**src/rtl/dqsbuf_rdtrain_pkg.sv**
```systemverilog
// -----------------------------------------------------------------------------
// dqsbuf_rdtrain_pkg
// Shared types and constants for the DQSBUF read-delay training controller:
//   - state_t      : main training FSM states
//   - seq_phase_t  : phases of the PAUSE/UPDATE/PAUSE commit sequence
//   - RDLOADN_IDLE : inactive level of the active-low RDLOADN pin
//   - DEF_*        : default timing parameters
//   - is_busy_state: states in which training is considered in progress
// -----------------------------------------------------------------------------
package dqsbuf_rdtrain_pkg;

  typedef enum logic [3:0] {
    ST_IDLE,
    ST_WAIT_LOCK,
    ST_LOAD,
    ST_SETTLE,
    ST_SAMPLE,
    ST_MOVE,
    ST_CALC,
    ST_RELOAD,
    ST_STEP,
    ST_GAP,
    ST_UPD,
    ST_DONE,
    ST_FAIL
  } state_t;

  typedef enum logic [1:0] {
    SEQ_IDLE,
    SEQ_PRE,
    SEQ_UPD,
    SEQ_POST
  } seq_phase_t;

  localparam logic RDLOADN_IDLE = 1'b1;

  localparam int DEF_SETTLE_CYC   = 8;
  localparam int DEF_PAUSE_CYC    = 4;
  localparam int DEF_LOCK_TIMEOUT = 4096;

  function automatic logic is_busy_state(input state_t s);
    return !((s == ST_IDLE) || (s == ST_DONE) || (s == ST_FAIL));
  endfunction

endpackage

```
**src/rtl/dqsbuf_update_seq.sv**
```systemverilog
// -----------------------------------------------------------------------------
// dqsbuf_update_seq
// Commits a new DQSBUF read delay: PAUSE high for PAUSE_CYC cycles, then
// UPDATE high for one cycle with PAUSE still high, then PAUSE high for
// PAUSE_CYC more cycles.
// Ports:
//   clk, rst  : clock, synchronous active-high reset
//   i_start   : one-cycle request; PAUSE rises on the following cycle
//   i_abort   : drops PAUSE/UPDATE at once and returns to idle
//   o_pause   : registered, to DQSBUF PAUSE
//   o_update  : registered, to DQSBUF UPDATE
//   o_done    : high during the last PAUSE cycle of the sequence
// -----------------------------------------------------------------------------
module dqsbuf_update_seq
  import dqsbuf_rdtrain_pkg::*;
#(
  parameter int PAUSE_CYC = DEF_PAUSE_CYC
) (
  input  logic clk,
  input  logic rst,
  input  logic i_start,
  input  logic i_abort,
  output logic o_pause,
  output logic o_update,
  output logic o_done
);

  localparam int            CW   = (PAUSE_CYC > 1) ? $clog2(PAUSE_CYC) : 1;
  localparam logic [CW-1:0] LAST = CW'(PAUSE_CYC - 1);

  seq_phase_t    r_phase,  w_phase_nxt;
  logic [CW-1:0] r_cnt,    w_cnt_nxt;
  logic          r_pause,  w_pause_nxt;
  logic          r_update, w_update_nxt;

  always_ff @(posedge clk) begin
    if (rst) begin
      r_phase  <= SEQ_IDLE;
      r_cnt    <= '0;
      r_pause  <= 1'b0;
      r_update <= 1'b0;
    end else begin
      r_phase  <= w_phase_nxt;
      r_cnt    <= w_cnt_nxt;
      r_pause  <= w_pause_nxt;
      r_update <= w_update_nxt;
    end
  end

  always_comb begin
    w_phase_nxt  = r_phase;
    w_cnt_nxt    = r_cnt;
    w_pause_nxt  = r_pause;
    w_update_nxt = 1'b0;
    if (i_abort) begin
      w_phase_nxt = SEQ_IDLE;
      w_cnt_nxt   = '0;
      w_pause_nxt = 1'b0;
    end else begin
      case (r_phase)
        SEQ_IDLE: begin
          if (i_start) begin
            w_phase_nxt = SEQ_PRE;
            w_cnt_nxt   = '0;
            w_pause_nxt = 1'b1;
          end
        end
        SEQ_PRE: begin
          if (r_cnt == LAST) begin
            w_phase_nxt  = SEQ_UPD;
            w_cnt_nxt    = '0;
            w_update_nxt = 1'b1;
          end else begin
            w_cnt_nxt = r_cnt + CW'(1);
          end
        end
        SEQ_UPD: begin
          w_phase_nxt = SEQ_POST;
          w_cnt_nxt   = '0;
        end
        SEQ_POST: begin
          if (r_cnt == LAST) begin
            w_phase_nxt = SEQ_IDLE;
            w_cnt_nxt   = '0;
            w_pause_nxt = 1'b0;
          end else begin
            w_cnt_nxt = r_cnt + CW'(1);
          end
        end
        default: begin
          w_phase_nxt = SEQ_IDLE;
          w_cnt_nxt   = '0;
          w_pause_nxt = 1'b0;
        end
      endcase
    end
  end

  assign o_pause  = r_pause;
  assign o_update = r_update;
  // Lets the caller leave its wait state on the same edge PAUSE falls.
  assign o_done   = (r_phase == SEQ_POST) && (r_cnt == LAST);

endmodule

```
**src/rtl/dqsbuf_rdtrain_ctrl.sv**
```systemverilog
// -----------------------------------------------------------------------------
// dqsbuf_rdtrain_ctrl
// Read-delay training for one DQSBUF_CORE DQS group. After DDRDLL lock it
// sweeps the read delay from 0 upward (RDLOADN then RDMOVE), samples
// BURSTDETECT at each code, reloads the delay to the centre of the passing
// window and commits it through a PAUSE-guarded UPDATE.
// Optional feature: define DQSBUF_RDTRAIN_LOCK_TIMEOUT_EN to fail training
// after LOCK_TIMEOUT consecutive cycles in WAIT_LOCK without lock.
// Ports:
//   clk, rst        : clock (SCLK domain), synchronous active-high reset
//   start           : level, honoured only when idle/done/failed
//   dll_lock        : DDRDLL lock (synchronous)
//   burst_det       : DQSBUF BURSTDETECT (synchronous)
//   pause, update   : DQSBUF PAUSE / UPDATE
//   rdloadn, rdmove : DQSBUF RDLOADN (active low) / RDMOVE
//   rddirection     : DQSBUF RDDIRECTION, tied to increment
//   busy/done/fail  : training status; done/fail sticky until next start
//   delay_code      : tap position tracked by the controller
//   win_lo, win_hi  : first/last passing code of the window
// -----------------------------------------------------------------------------
module dqsbuf_rdtrain_ctrl
  import dqsbuf_rdtrain_pkg::*;
#(
  parameter int DELAY_W      = 7,
  parameter int SETTLE_CYC   = DEF_SETTLE_CYC,
  parameter int PAUSE_CYC    = DEF_PAUSE_CYC,
  parameter int LOCK_TIMEOUT = DEF_LOCK_TIMEOUT
) (
  input  logic               clk,
  input  logic               rst,
  input  logic               start,
  input  logic               dll_lock,
  input  logic               burst_det,
  output logic               pause,
  output logic               update,
  output logic               rdloadn,
  output logic               rdmove,
  output logic               rddirection,
  output logic               busy,
  output logic               done,
  output logic               fail,
  output logic [DELAY_W-1:0] delay_code,
  output logic [DELAY_W-1:0] win_lo,
  output logic [DELAY_W-1:0] win_hi
);

  localparam logic [DELAY_W-1:0] MAX_CODE    = '1;
  localparam int                 SCW         = (SETTLE_CYC > 1) ? $clog2(SETTLE_CYC) : 1;
  localparam logic [SCW-1:0]     SETTLE_LAST = SCW'(SETTLE_CYC - 1);

  if (DELAY_W < 1 || SETTLE_CYC < 1 || PAUSE_CYC < 1 || LOCK_TIMEOUT < 1) begin : g_bad_cfg
    $error("dqsbuf_rdtrain_ctrl: DELAY_W, SETTLE_CYC, PAUSE_CYC and LOCK_TIMEOUT must be >= 1");
  end

  // Centre of [lo, hi]; the sum needs one extra bit before the halving.
  function automatic logic [DELAY_W-1:0] window_centre(input logic [DELAY_W-1:0] lo,
                                                       input logic [DELAY_W-1:0] hi);
    logic [DELAY_W:0] sum;
    sum = {1'b0, lo} + {1'b0, hi};
    return DELAY_W'(sum >> 1);
  endfunction

  state_t             r_state,      w_state_nxt;
  logic [SCW-1:0]     r_settle_cnt, w_settle_cnt_nxt;
  logic               r_found,      w_found_nxt;
  logic [DELAY_W-1:0] r_delay,      w_delay_nxt;
  logic [DELAY_W-1:0] r_win_lo,     w_win_lo_nxt;
  logic [DELAY_W-1:0] r_win_hi,     w_win_hi_nxt;
  logic [DELAY_W-1:0] r_target,     w_target_nxt;
  logic               r_busy,       w_busy_nxt;
  logic               r_done,       w_done_nxt;
  logic               r_fail,       w_fail_nxt;
  logic               r_rdloadn,    w_rdloadn_nxt;
  logic               r_rdmove,     w_rdmove_nxt;

  logic w_abort;
  logic w_lock_expired;
  logic w_seq_start;
  logic w_seq_done;

  // Lock loss is only meaningful once the sweep has started.
  assign w_abort = is_busy_state(r_state) && (r_state != ST_WAIT_LOCK) && !dll_lock;

`ifdef DQSBUF_RDTRAIN_LOCK_TIMEOUT_EN
  localparam int             LCW       = (LOCK_TIMEOUT > 1) ? $clog2(LOCK_TIMEOUT) : 1;
  localparam logic [LCW-1:0] LOCK_LAST = LCW'(LOCK_TIMEOUT - 1);

  logic [LCW-1:0] r_lock_cnt;

  // Held at zero outside WAIT_LOCK so every entry starts a fresh count.
  always_ff @(posedge clk) begin
    if (rst || (r_state != ST_WAIT_LOCK)) r_lock_cnt <= '0;
    else                                  r_lock_cnt <= r_lock_cnt + LCW'(1);
  end

  assign w_lock_expired = (r_lock_cnt == LOCK_LAST);
`else
  assign w_lock_expired = 1'b0;
`endif

  always_ff @(posedge clk) begin
    if (rst) begin
      r_state      <= ST_IDLE;
      r_settle_cnt <= '0;
      r_found      <= 1'b0;
      r_delay      <= '0;
      r_win_lo     <= '0;
      r_win_hi     <= '0;
      r_busy       <= 1'b0;
      r_done       <= 1'b0;
      r_fail       <= 1'b0;
      r_rdloadn    <= RDLOADN_IDLE;
      r_rdmove     <= 1'b0;
    end else begin
      r_state      <= w_state_nxt;
      r_settle_cnt <= w_settle_cnt_nxt;
      r_found      <= w_found_nxt;
      r_delay      <= w_delay_nxt;
      r_win_lo     <= w_win_lo_nxt;
      r_win_hi     <= w_win_hi_nxt;
      r_busy       <= w_busy_nxt;
      r_done       <= w_done_nxt;
      r_fail       <= w_fail_nxt;
      r_rdloadn    <= w_rdloadn_nxt;
      r_rdmove     <= w_rdmove_nxt;
    end
  end

  // Target is only read after CALC has written it.
  always_ff @(posedge clk) begin
    r_target <= w_target_nxt;
  end

  always_comb begin
    w_state_nxt      = r_state;
    w_settle_cnt_nxt = r_settle_cnt;
    w_found_nxt      = r_found;
    w_delay_nxt      = r_delay;
    w_win_lo_nxt     = r_win_lo;
    w_win_hi_nxt     = r_win_hi;
    w_target_nxt     = r_target;

    case (r_state)
      ST_IDLE, ST_DONE, ST_FAIL: begin
        if (start) begin
          w_state_nxt  = ST_WAIT_LOCK;
          w_found_nxt  = 1'b0;
          w_win_lo_nxt = '0;
          w_win_hi_nxt = '0;
        end
      end
      ST_WAIT_LOCK: begin
        if (dll_lock)            w_state_nxt = ST_LOAD;
        else if (w_lock_expired) w_state_nxt = ST_FAIL;
      end
      ST_LOAD, ST_MOVE: begin
        w_state_nxt      = ST_SETTLE;
        w_settle_cnt_nxt = '0;
      end
      ST_SETTLE: begin
        if (r_settle_cnt == SETTLE_LAST) begin
          w_state_nxt      = ST_SAMPLE;
          w_settle_cnt_nxt = '0;
        end else begin
          w_settle_cnt_nxt = r_settle_cnt + SCW'(1);
        end
      end
      ST_SAMPLE: begin
        if (burst_det) begin
          w_win_hi_nxt = r_delay;
          if (!r_found) begin
            w_win_lo_nxt = r_delay;
            w_found_nxt  = 1'b1;
          end
        end
        // A failing sample after the window opened closes it.
        if (!burst_det && r_found)      w_state_nxt = ST_CALC;
        else if (r_delay == MAX_CODE)   w_state_nxt = (burst_det || r_found) ? ST_CALC : ST_FAIL;
        else                            w_state_nxt = ST_MOVE;
      end
      ST_CALC: begin
        w_target_nxt = window_centre(r_win_lo, r_win_hi);
        w_state_nxt  = ST_RELOAD;
      end
      ST_RELOAD: begin
        w_state_nxt = (r_target == '0) ? ST_UPD : ST_STEP;
      end
      ST_STEP: begin
        w_state_nxt = ST_GAP;
      end
      ST_GAP: begin
        w_state_nxt = (r_delay == r_target) ? ST_UPD : ST_STEP;
      end
      ST_UPD: begin
        if (w_seq_done) w_state_nxt = ST_DONE;
      end
      default: begin
        w_state_nxt = ST_IDLE;
      end
    endcase

    if (w_abort) begin
      w_state_nxt      = ST_WAIT_LOCK;
      w_settle_cnt_nxt = '0;
      w_found_nxt      = 1'b0;
    end

    // delay_code mirrors the taps: cleared on each load, bumped on each move.
    if ((w_state_nxt == ST_LOAD) || (w_state_nxt == ST_RELOAD)) begin
      w_delay_nxt = '0;
    end else if ((w_state_nxt == ST_MOVE) || (w_state_nxt == ST_STEP)) begin
      w_delay_nxt = r_delay + DELAY_W'(1);
    end
  end

  // Pin outputs are decoded from the next state so they register in step
  // with the state they belong to.
  always_comb begin
    w_busy_nxt    = is_busy_state(w_state_nxt);
    w_done_nxt    = (w_state_nxt == ST_DONE);
    w_fail_nxt    = (w_state_nxt == ST_FAIL);
    w_rdloadn_nxt = ((w_state_nxt == ST_LOAD) || (w_state_nxt == ST_RELOAD)) ? ~RDLOADN_IDLE
                                                                             : RDLOADN_IDLE;
    w_rdmove_nxt  = (w_state_nxt == ST_MOVE) || (w_state_nxt == ST_STEP);
  end

  assign w_seq_start = (w_state_nxt == ST_UPD) && (r_state != ST_UPD);

  dqsbuf_update_seq #(
    .PAUSE_CYC (PAUSE_CYC)
  ) u_update_seq (
    .clk      (clk),
    .rst      (rst),
    .i_start  (w_seq_start),
    .i_abort  (w_abort),
    .o_pause  (pause),
    .o_update (update),
    .o_done   (w_seq_done)
  );

  assign rdloadn     = r_rdloadn;
  assign rdmove      = r_rdmove;
  assign rddirection = 1'b0;
  assign busy        = r_busy;
  assign done        = r_done;
  assign fail        = r_fail;
  assign delay_code  = r_delay;
  assign win_lo      = r_win_lo;
  assign win_hi      = r_win_hi;

endmodule
```
**config.mk**
```make
export PLATFORM = sky130hd
export DESIGN_NAME = dqsbuf_rdtrain_ctrl
export DESIGN_NICKNAME = d
export VERILOG_FILES = /design/src/rtl/dqsbuf_rdtrain_pkg.sv /design/src/rtl/dqsbuf_update_seq.sv /design/src/rtl/dqsbuf_rdtrain_ctrl.sv
export SDC_FILE = /design/constraint.sdc
export NUM_CORES = 1
export LEC_CHECK = 0
export BUFFER_PORTS_ARGS = -buffer_cell sky130_fd_sc_hd__buf_2
export CAP_MARGIN = 25
export CELL_PAD_IN_SITES_DETAIL_PLACEMENT = 0
export CELL_PAD_IN_SITES_GLOBAL_PLACEMENT = 2
export CORE_MARGIN = 3
export CORE_UTILIZATION = 33
export CTS_CLUSTER_SIZE = 8
export DETAILED_ROUTE_END_ITERATION = 8
export GPL_ROUTABILITY_DRIVEN = 0
export PLACE_DENSITY_LB_ADDON = 0.1
export SLEW_MARGIN = 30
export SYNTH_ARGS = -nofsm -noshare
export SYNTH_HDL_FRONTEND = slang
export SYNTH_SLANG_ARGS = --single-unit
```
**constraint.sdc**
```tcl
create_clock -name clk -period 2.5 [get_ports clk]
set_input_delay 0.5 -clock clk [delete_from_list [all_inputs] [get_ports clk]]
set_output_delay 0.5 -clock clk [all_outputs]
set_load 0.03 [all_outputs]
```
* After elaboration in Yosys (flattened, before gate mapping) *
Index checks and enable logic that the tools add are counted.
W data, S select, Z words.

storage, ports and cells
  register bits = 47
  input port bits = 5
  output and inout bits = 29
  word-level logic and storage cells = 122

cells by class
  $add $sub $neg = 4
  eq/ne operators = 34
  mux-type cells = 34
  bitwise gates (word level) = 1
  reduce and logical (&&, ||, !) cells = 33

operator list
  kind                   count
  $pmux W4 S10           1
  $eq A4 B4 Y1 const B   9
  $mux W4                8
  $mux W7                4
  $pmux W7 S2            2
  $eq A4 B3 Y1 const B   6
  $mux W2                7
  $eq A4 B2 Y1 const B   3
  $reduce_and A3 Y1      3
  $add A7 B7 Y8          1
  $logic_not A4 Y1       2
  $pmux W2 S4            1
  $reduce_or A2 Y1       4
  $add A7 B1 Y7 const B  1
  $eq A7 B7 Y1           1
  $eq A7 B7 Y1 const B   1
  $logic_not A7 Y1       1
  $logic_or A1 B1 Y1     7
  $eq A2 B2 Y1 const B   3
  $mux W1                6
  $ne A2 B1 Y1 const B   3
  $ne A2 B2 Y1 const B   3
  $pmux W2 S3            1
  $pmux W3 S2            1
  other kinds (16)       27

* Logic depth before layout (Yosys ltp) *
  depth in word-level cells = 11
  depth in mapped cells = 9
  mapped depth without buffers = 8

* Hierarchy *
Synthesis repeated with hierarchy kept, for this count alone.

unflattened totals
  cells, all modules = 309
  area total of the unflattened synthesis = 2738.9 µm²

modules (own cells, without submodules)
  module               times used  cells each  area an instance (µm²)  sequential area each (µm²)
  dqsbuf_rdtrain_ctrl  1           269         2378.5                  890.9
  dqsbuf_update_seq    1           40          360.3                   120.1

* Worst setup path before layout *
No wires, ideal clock.

  path kind = register -> register
  from = register r_delay[0], in the netlist delay_code[0]
  to = register r_delay[3], in the netlist delay_code[3]
  setup time = 0.072 ns
  arrival time = 2.557 ns
  required time = 2.428 ns
  setup slack = -0.129 ns
  stages on the path, launching flop included = 9
  buffers on the path = 1
  period minus slack after synthesis = 2.629 ns
  cell sequence = dfxtp_1 > ha_1 > and3_1 > nand2_1 > a221o_1 > or4_4 > buf_6 > a2111oi_4 > mux2i_1

on the way
  cells in the longest elaborated chain, start to end = 8
  elaborated cells between the ends (all ways) = 15
  classes of those cells = 1 x add/sub; 6 x eq/ne; 5 x mux; 3 x reduce/logical

RTL lines
  element                                              line                        source
  from (decl)                                          dqsbuf_rdtrain_ctrl.sv:66   logic [DELAY_W-1:0] r_delay, w_delay_nxt;
  from (signal assigned)                               dqsbuf_rdtrain_ctrl.sv:118  r_delay <= w_delay_nxt;
  $eq A7 B7 Y1                                         dqsbuf_rdtrain_ctrl.sv:178  else if (r_delay == MAX_CODE) w_state_nxt = (burst_det || r_found) ? ST_CALC : ST_FAIL;
  $mux W4                                              dqsbuf_rdtrain_ctrl.sv:178
  $mux W4                                              dqsbuf_rdtrain_ctrl.sv:177  if (!burst_det && r_found) w_state_nxt = ST_CALC;
  $pmux W4 S10                                         dqsbuf_rdtrain_ctrl.sv:143  case (r_state)
  $mux W4                                              dqsbuf_rdtrain_ctrl.sv:202  if (w_abort) begin
  $eq A4 B2 Y1 / $eq A4 B3 Y1 (equally long branches)  dqsbuf_rdtrain_ctrl.sv:209  if ((w_state_nxt == ST_LOAD) || (w_state_nxt == ST_RELOAD)) begin
  $logic_or A1 B1 Y1                                   dqsbuf_rdtrain_ctrl.sv:209
  $reduce_or A2 Y1 (no source line)                    --

Several ways; a longest one is shown, not always the timed one.
A chain may end at the register's enable or synchronous reset.

* Final worst setup path *
  from = register r_state[3]
  to = register r_delay[3], in the netlist delay_code[3]

on the way
  cells in the longest elaborated chain, start to end = 10
  elaborated cells between the ends (all ways) = 34
  classes of those cells = 17 x eq/ne; 6 x mux; 11 x reduce/logical

RTL lines
  element                                               line                        source
  from (decl)                                           dqsbuf_rdtrain_ctrl.sv:63   state_t r_state, w_state_nxt;
  from (signal assigned)                                dqsbuf_rdtrain_ctrl.sv:115  r_state <= w_state_nxt;
  branches (longest 6 deep; another with $pmux W4 S10)  --
  $mux W4 *                                             dqsbuf_rdtrain_ctrl.sv:202
  $eq A4 B2 Y1 / $eq A4 B3 Y1 (equally long branches)   dqsbuf_rdtrain_ctrl.sv:209
  $logic_or A1 B1 Y1                                    dqsbuf_rdtrain_ctrl.sv:209
  $reduce_or A2 Y1 (no source line)                     --

Mark *: on every way between the ends.

==> impl_metrics.py <==
metrics = {
    "placed_design": {
        "place.detailed.hpwl_mm": 5.852,
        "portBuffers": 32,
        "placement_stage_worst_setup_slack_ps": -168.6,
    },
    "synth": {
        "synthesis.yosys.warnings": 0,
        "synthCells": 326,
        "syn_area_sq_mm": 0.002933,
        "synth_enable_flop_cells": 7,
        "synth_top_cell_area_share_pct": 27.30,
        "commonest_register_cell_after_synthesis": "sky130_fd_sc_hd__dfxtp_1",
        "synth.net_count": 347,
        "biggest_area_consumer_among_synthesized_cells": "sky130_fd_sc_hd__dfxtp_1",
        "seq_area_frac_synth_pct": 34.47,
        "async_reset_ff_share_pct": 0,
        "synth_top_cells_by_count": "sky130_fd_sc_hd__dfxtp_1, sky130_fd_sc_hd__nor2_1, sky130_fd_sc_hd__mux2i_1",
        "average_instance_area_after_synthesis_sq_um": 8.996,
        "synth.top_cells.by_area": "sky130_fd_sc_hd__dfxtp_1, sky130_fd_sc_hd__mux2i_1, sky130_fd_sc_hd__edfxtp_1",
        "ys_seq_elements": 47,
        "ys_types": 56,
        "yosysMostFrequentCell": "sky130_fd_sc_hd__dfxtp_1",
    },
    "clock_tree": {
        "cts_buffer_depth": 2,
        "post-cts-setup-buffers": 0,
        "cts.reportedPaths.clkPinSlew_ps": 100,
        "cts_buffers": 5,
        "clk-insertion-delay-late_ps": 310,
        "clock-sinks": 47,
        "clock_tree.root_cell": "sky130_fd_sc_hd__clkbuf_8",
        "cts_tree": "done",
        "h-tree-depth": 2,
    },
    "cells_and_area": {
        "synthToLayoutAreaGrowth_pct": 23.12,
        "finalCoreUtilization_pct": 42.87,
        "antenna-diode-count": 0,
        "multiInputGateArea_sq_mm": 0.001823,
        "final-seq-area_sq_mm": 0.001021,
        "num-fill-cells": 884,
        "final_net_count": 410,
        "drive_gt1_share_pct": 27.69,
    },
    "flow_run": {
        "max_cap_viol_count": 0,
    },
    "grt": {
        "grt_pass1_wl_mm": 12.47,
        "number_of_global_route_vias_before_repair": 2513,
        "grt_remaining_overflow": 0,
        "gr-usage-all-layers_pct": 15.60,
        "largest_net_degree_at_the_start_of_global_routing": 22,
        "grt_antenna_before_repair": 0,
    },
    "timing": {
        "rsz0062_at_grt": "true",
        "final_max_slew_viol_count": 0,
        "clock.fmax_mhz": 397.1,
        "hold_viol_final": 0,
        "final_setup_vio_count": 2,
        "final.hold.worst_slack_ps": 461.3,
        "post-route-period-util_pct": 100.7,
        "timing.final.crit_period_ps": 2518,
        "final.setup_skew_ps": 6.310,
        "worst_slack_ps": -18.16,
    },
    "drt": {
        "finalWirelength_mm": 7.652,
        "routed-via-count": 2593,
        "drtIter0Drc": 73,
        "via_per_instance_ratio": 5.238,
        "detailedRoute.firstPassIterationCount": 4,
        "detail_route.wl_per_cell_microns": 15.46,
        "drt_drc_violations_left": 0,
        "antenna_left": 0,
    },
    "setup_path": {
        "critical-path-top-cell-by-count": "sky130_fd_sc_hd__a221o_1",
        "critical_path.endpoint_type": "flop",
        "crit_slowest_cell": "sky130_fd_sc_hd__or4_4",
        "path_cells": "nor2b_1, a221o_1, a221o_1, or4_4, a2111oi_4, mux2i_1",
        "type_of_the_setup_path_with_the_least_slack": "reg2reg",
        "cp.arrival_ps": 2760,
        "timing.critical_path.max_delay_family": "compound AO/OA/AOI/OAI gates",
        "start_kind": "flop",
        "data_required_time_of_the_worst_path_ps": 2740,
        "worst_path_largest_cell_delay_ps": 620,
        "worstPathBufferInverterCount": 0,
        "worst-path-max-fanout": 6,
    },
    "power_and_ir_drop": {
        "ir_worst_vdd_v": 0.0001906,
        "p_per_area_mw_per_mm2": 414.4,
        "fin_total_pwr_mw": 1.496,
        "power_leakage_nw": 1.515,
    },
    "outcome": {
        "failed_checks": "setup timing",
        "run_status": "finished, violations left",
    },
    "die": {
        "core-area_sq_mm": 0.008423,
        "top_level_ports": 34,
        "std_cell_rows": 33,
        "design.die.area_sq_mm": 0.01005,
        "fp.dieH_microns": 100.3,
        "floorplan.initialDensity_pct": 34.82,
        "die_w_microns": 100.3,
    },
    "worst_hold_path": {
        "min-delay-path-class": "in2reg",
    },
}
[worst reg2reg max path, cell delays in order (launching register included)]
cell,delay [ps]
sky130_fd_sc_hd__dfxtp_2,360
sky130_fd_sc_hd__nor2b_1,130
sky130_fd_sc_hd__a221o_1,370
sky130_fd_sc_hd__a221o_1,370
sky130_fd_sc_hd__or4_4,620
sky130_fd_sc_hd__a2111oi_4,390
sky130_fd_sc_hd__mux2i_1,210
[cell type report]
type,instances,share of cell area (%)
Sequential cell,47,28.27
Inverter,12,1.247
Clock inverter,3,0.6584
Clock buffer,5,1.906
Timing Repair Buffer,77,13.79
Tap cell,105,3.638
Multi-Input combinational cell,246,50.49
[routing by layer]
| layer | global-route usage (%) | part of all wire (%) |
|---|---|---|
| met1 | 21.10 | 49 |
| met2 | 25.33 | 46 |
| met3 | 2.641 | 2.8 |
| met4 | 4.974 | 2.0 |
| met5 | 0 | 0 |
[cells by family (layout without fill, tap and decap cells)]
logic type / after synthesis / in the layout / share of synthesized area, %
buf+inv: 33 / 97 / 5.375
fa+ha+maj: 16 / 16 / 7.082
compound gates: 74 / 74 / 19.88
other cells: 1 / 1 / 0.1279
mux: 26 / 26 / 8.874
simple gates: 117 / 117 / 20.61
flops: 47 / 47 / 34.47
xor+xnor: 12 / 12 / 3.584
[placed cells by master (no fill, tap or decap), types with 3 or more instances in the layout]
cell,count
sky130_fd_sc_hd__a211oi_2,3
sky130_fd_sc_hd__a21oi_1,12
sky130_fd_sc_hd__a31o_2,3
sky130_fd_sc_hd__a31oi_1,3
sky130_fd_sc_hd__and2_1,13
sky130_fd_sc_hd__and3_1,4
sky130_fd_sc_hd__buf_2,32
sky130_fd_sc_hd__buf_4,45
sky130_fd_sc_hd__clkbuf_8,5
sky130_fd_sc_hd__dfxtp_1,34
sky130_fd_sc_hd__dfxtp_2,5
sky130_fd_sc_hd__edfxtp_1,7
sky130_fd_sc_hd__ha_1,13
sky130_fd_sc_hd__inv_1,12
sky130_fd_sc_hd__mux2i_1,26
sky130_fd_sc_hd__nand2_1,17
sky130_fd_sc_hd__nand2b_1,4
sky130_fd_sc_hd__nand3_1,8
sky130_fd_sc_hd__nand4_1,4
sky130_fd_sc_hd__nor2_1,35
sky130_fd_sc_hd__nor2b_1,6
sky130_fd_sc_hd__nor3_1,8
sky130_fd_sc_hd__o21a_1,3
sky130_fd_sc_hd__o21ai_0,11
sky130_fd_sc_hd__o311ai_0,8
sky130_fd_sc_hd__o31ai_1,7
sky130_fd_sc_hd__or3_1,3
sky130_fd_sc_hd__xnor2_1,7
sky130_fd_sc_hd__xor2_1,5
[metrics by stage]
stage	cell area, sq um	std cells	TNS, ps
2_1_floorplan	2954	326	-46.17
3_3_place_gp	3470	488	-845.2
3_5_place_dp	3470	488	-1085
4_1_cts	3567	496	0
5_1_grt	3611	495	-190.5
6_report	3611	495	-34.46
[worst paths after layout]
path	start	end	slack (ps)	depth (start not counted)
setup / recovery	r_state[3]	delay_code[3]	-20	6
hold / removal	rst	rdloadn	460	3
setup reg to reg	r_state[3]	delay_code[3]	-20	6
hold reg to reg	u_update_seq.r_cnt[1]	u_update_seq.r_cnt[1]	470	2
[registers in the layout (all words and copies together), names as in the netlist]
name	flops
u_update_seq.o_pause	1
r_target	7
r_state	4
delay_code	7
done	1
busy	1
win_hi	7
u_update_seq.r_cnt	2
u_update_seq.o_update	1
r_found	1
r_settle_cnt	3
fail	1
win_lo	7
rdloadn	1
u_update_seq.r_phase	2
rdmove	1
[power breakdown]
group,internal (mW),total [mW],switching (mW)
clock,0.201,0.486,0.285
combinational,0.0906,0.232,0.141
sequential,0.772,0.779,0.00641
[timing repair]
action | CTS | global route
endpoints found under the setup margin | 7 | 12
gates resized for setup | 1 | 13
hold buffers | 0 | 0
pin swaps | 1 | 5
hold endpoints to repair | 0 | 0
Power figures use the tool's default switching activity.
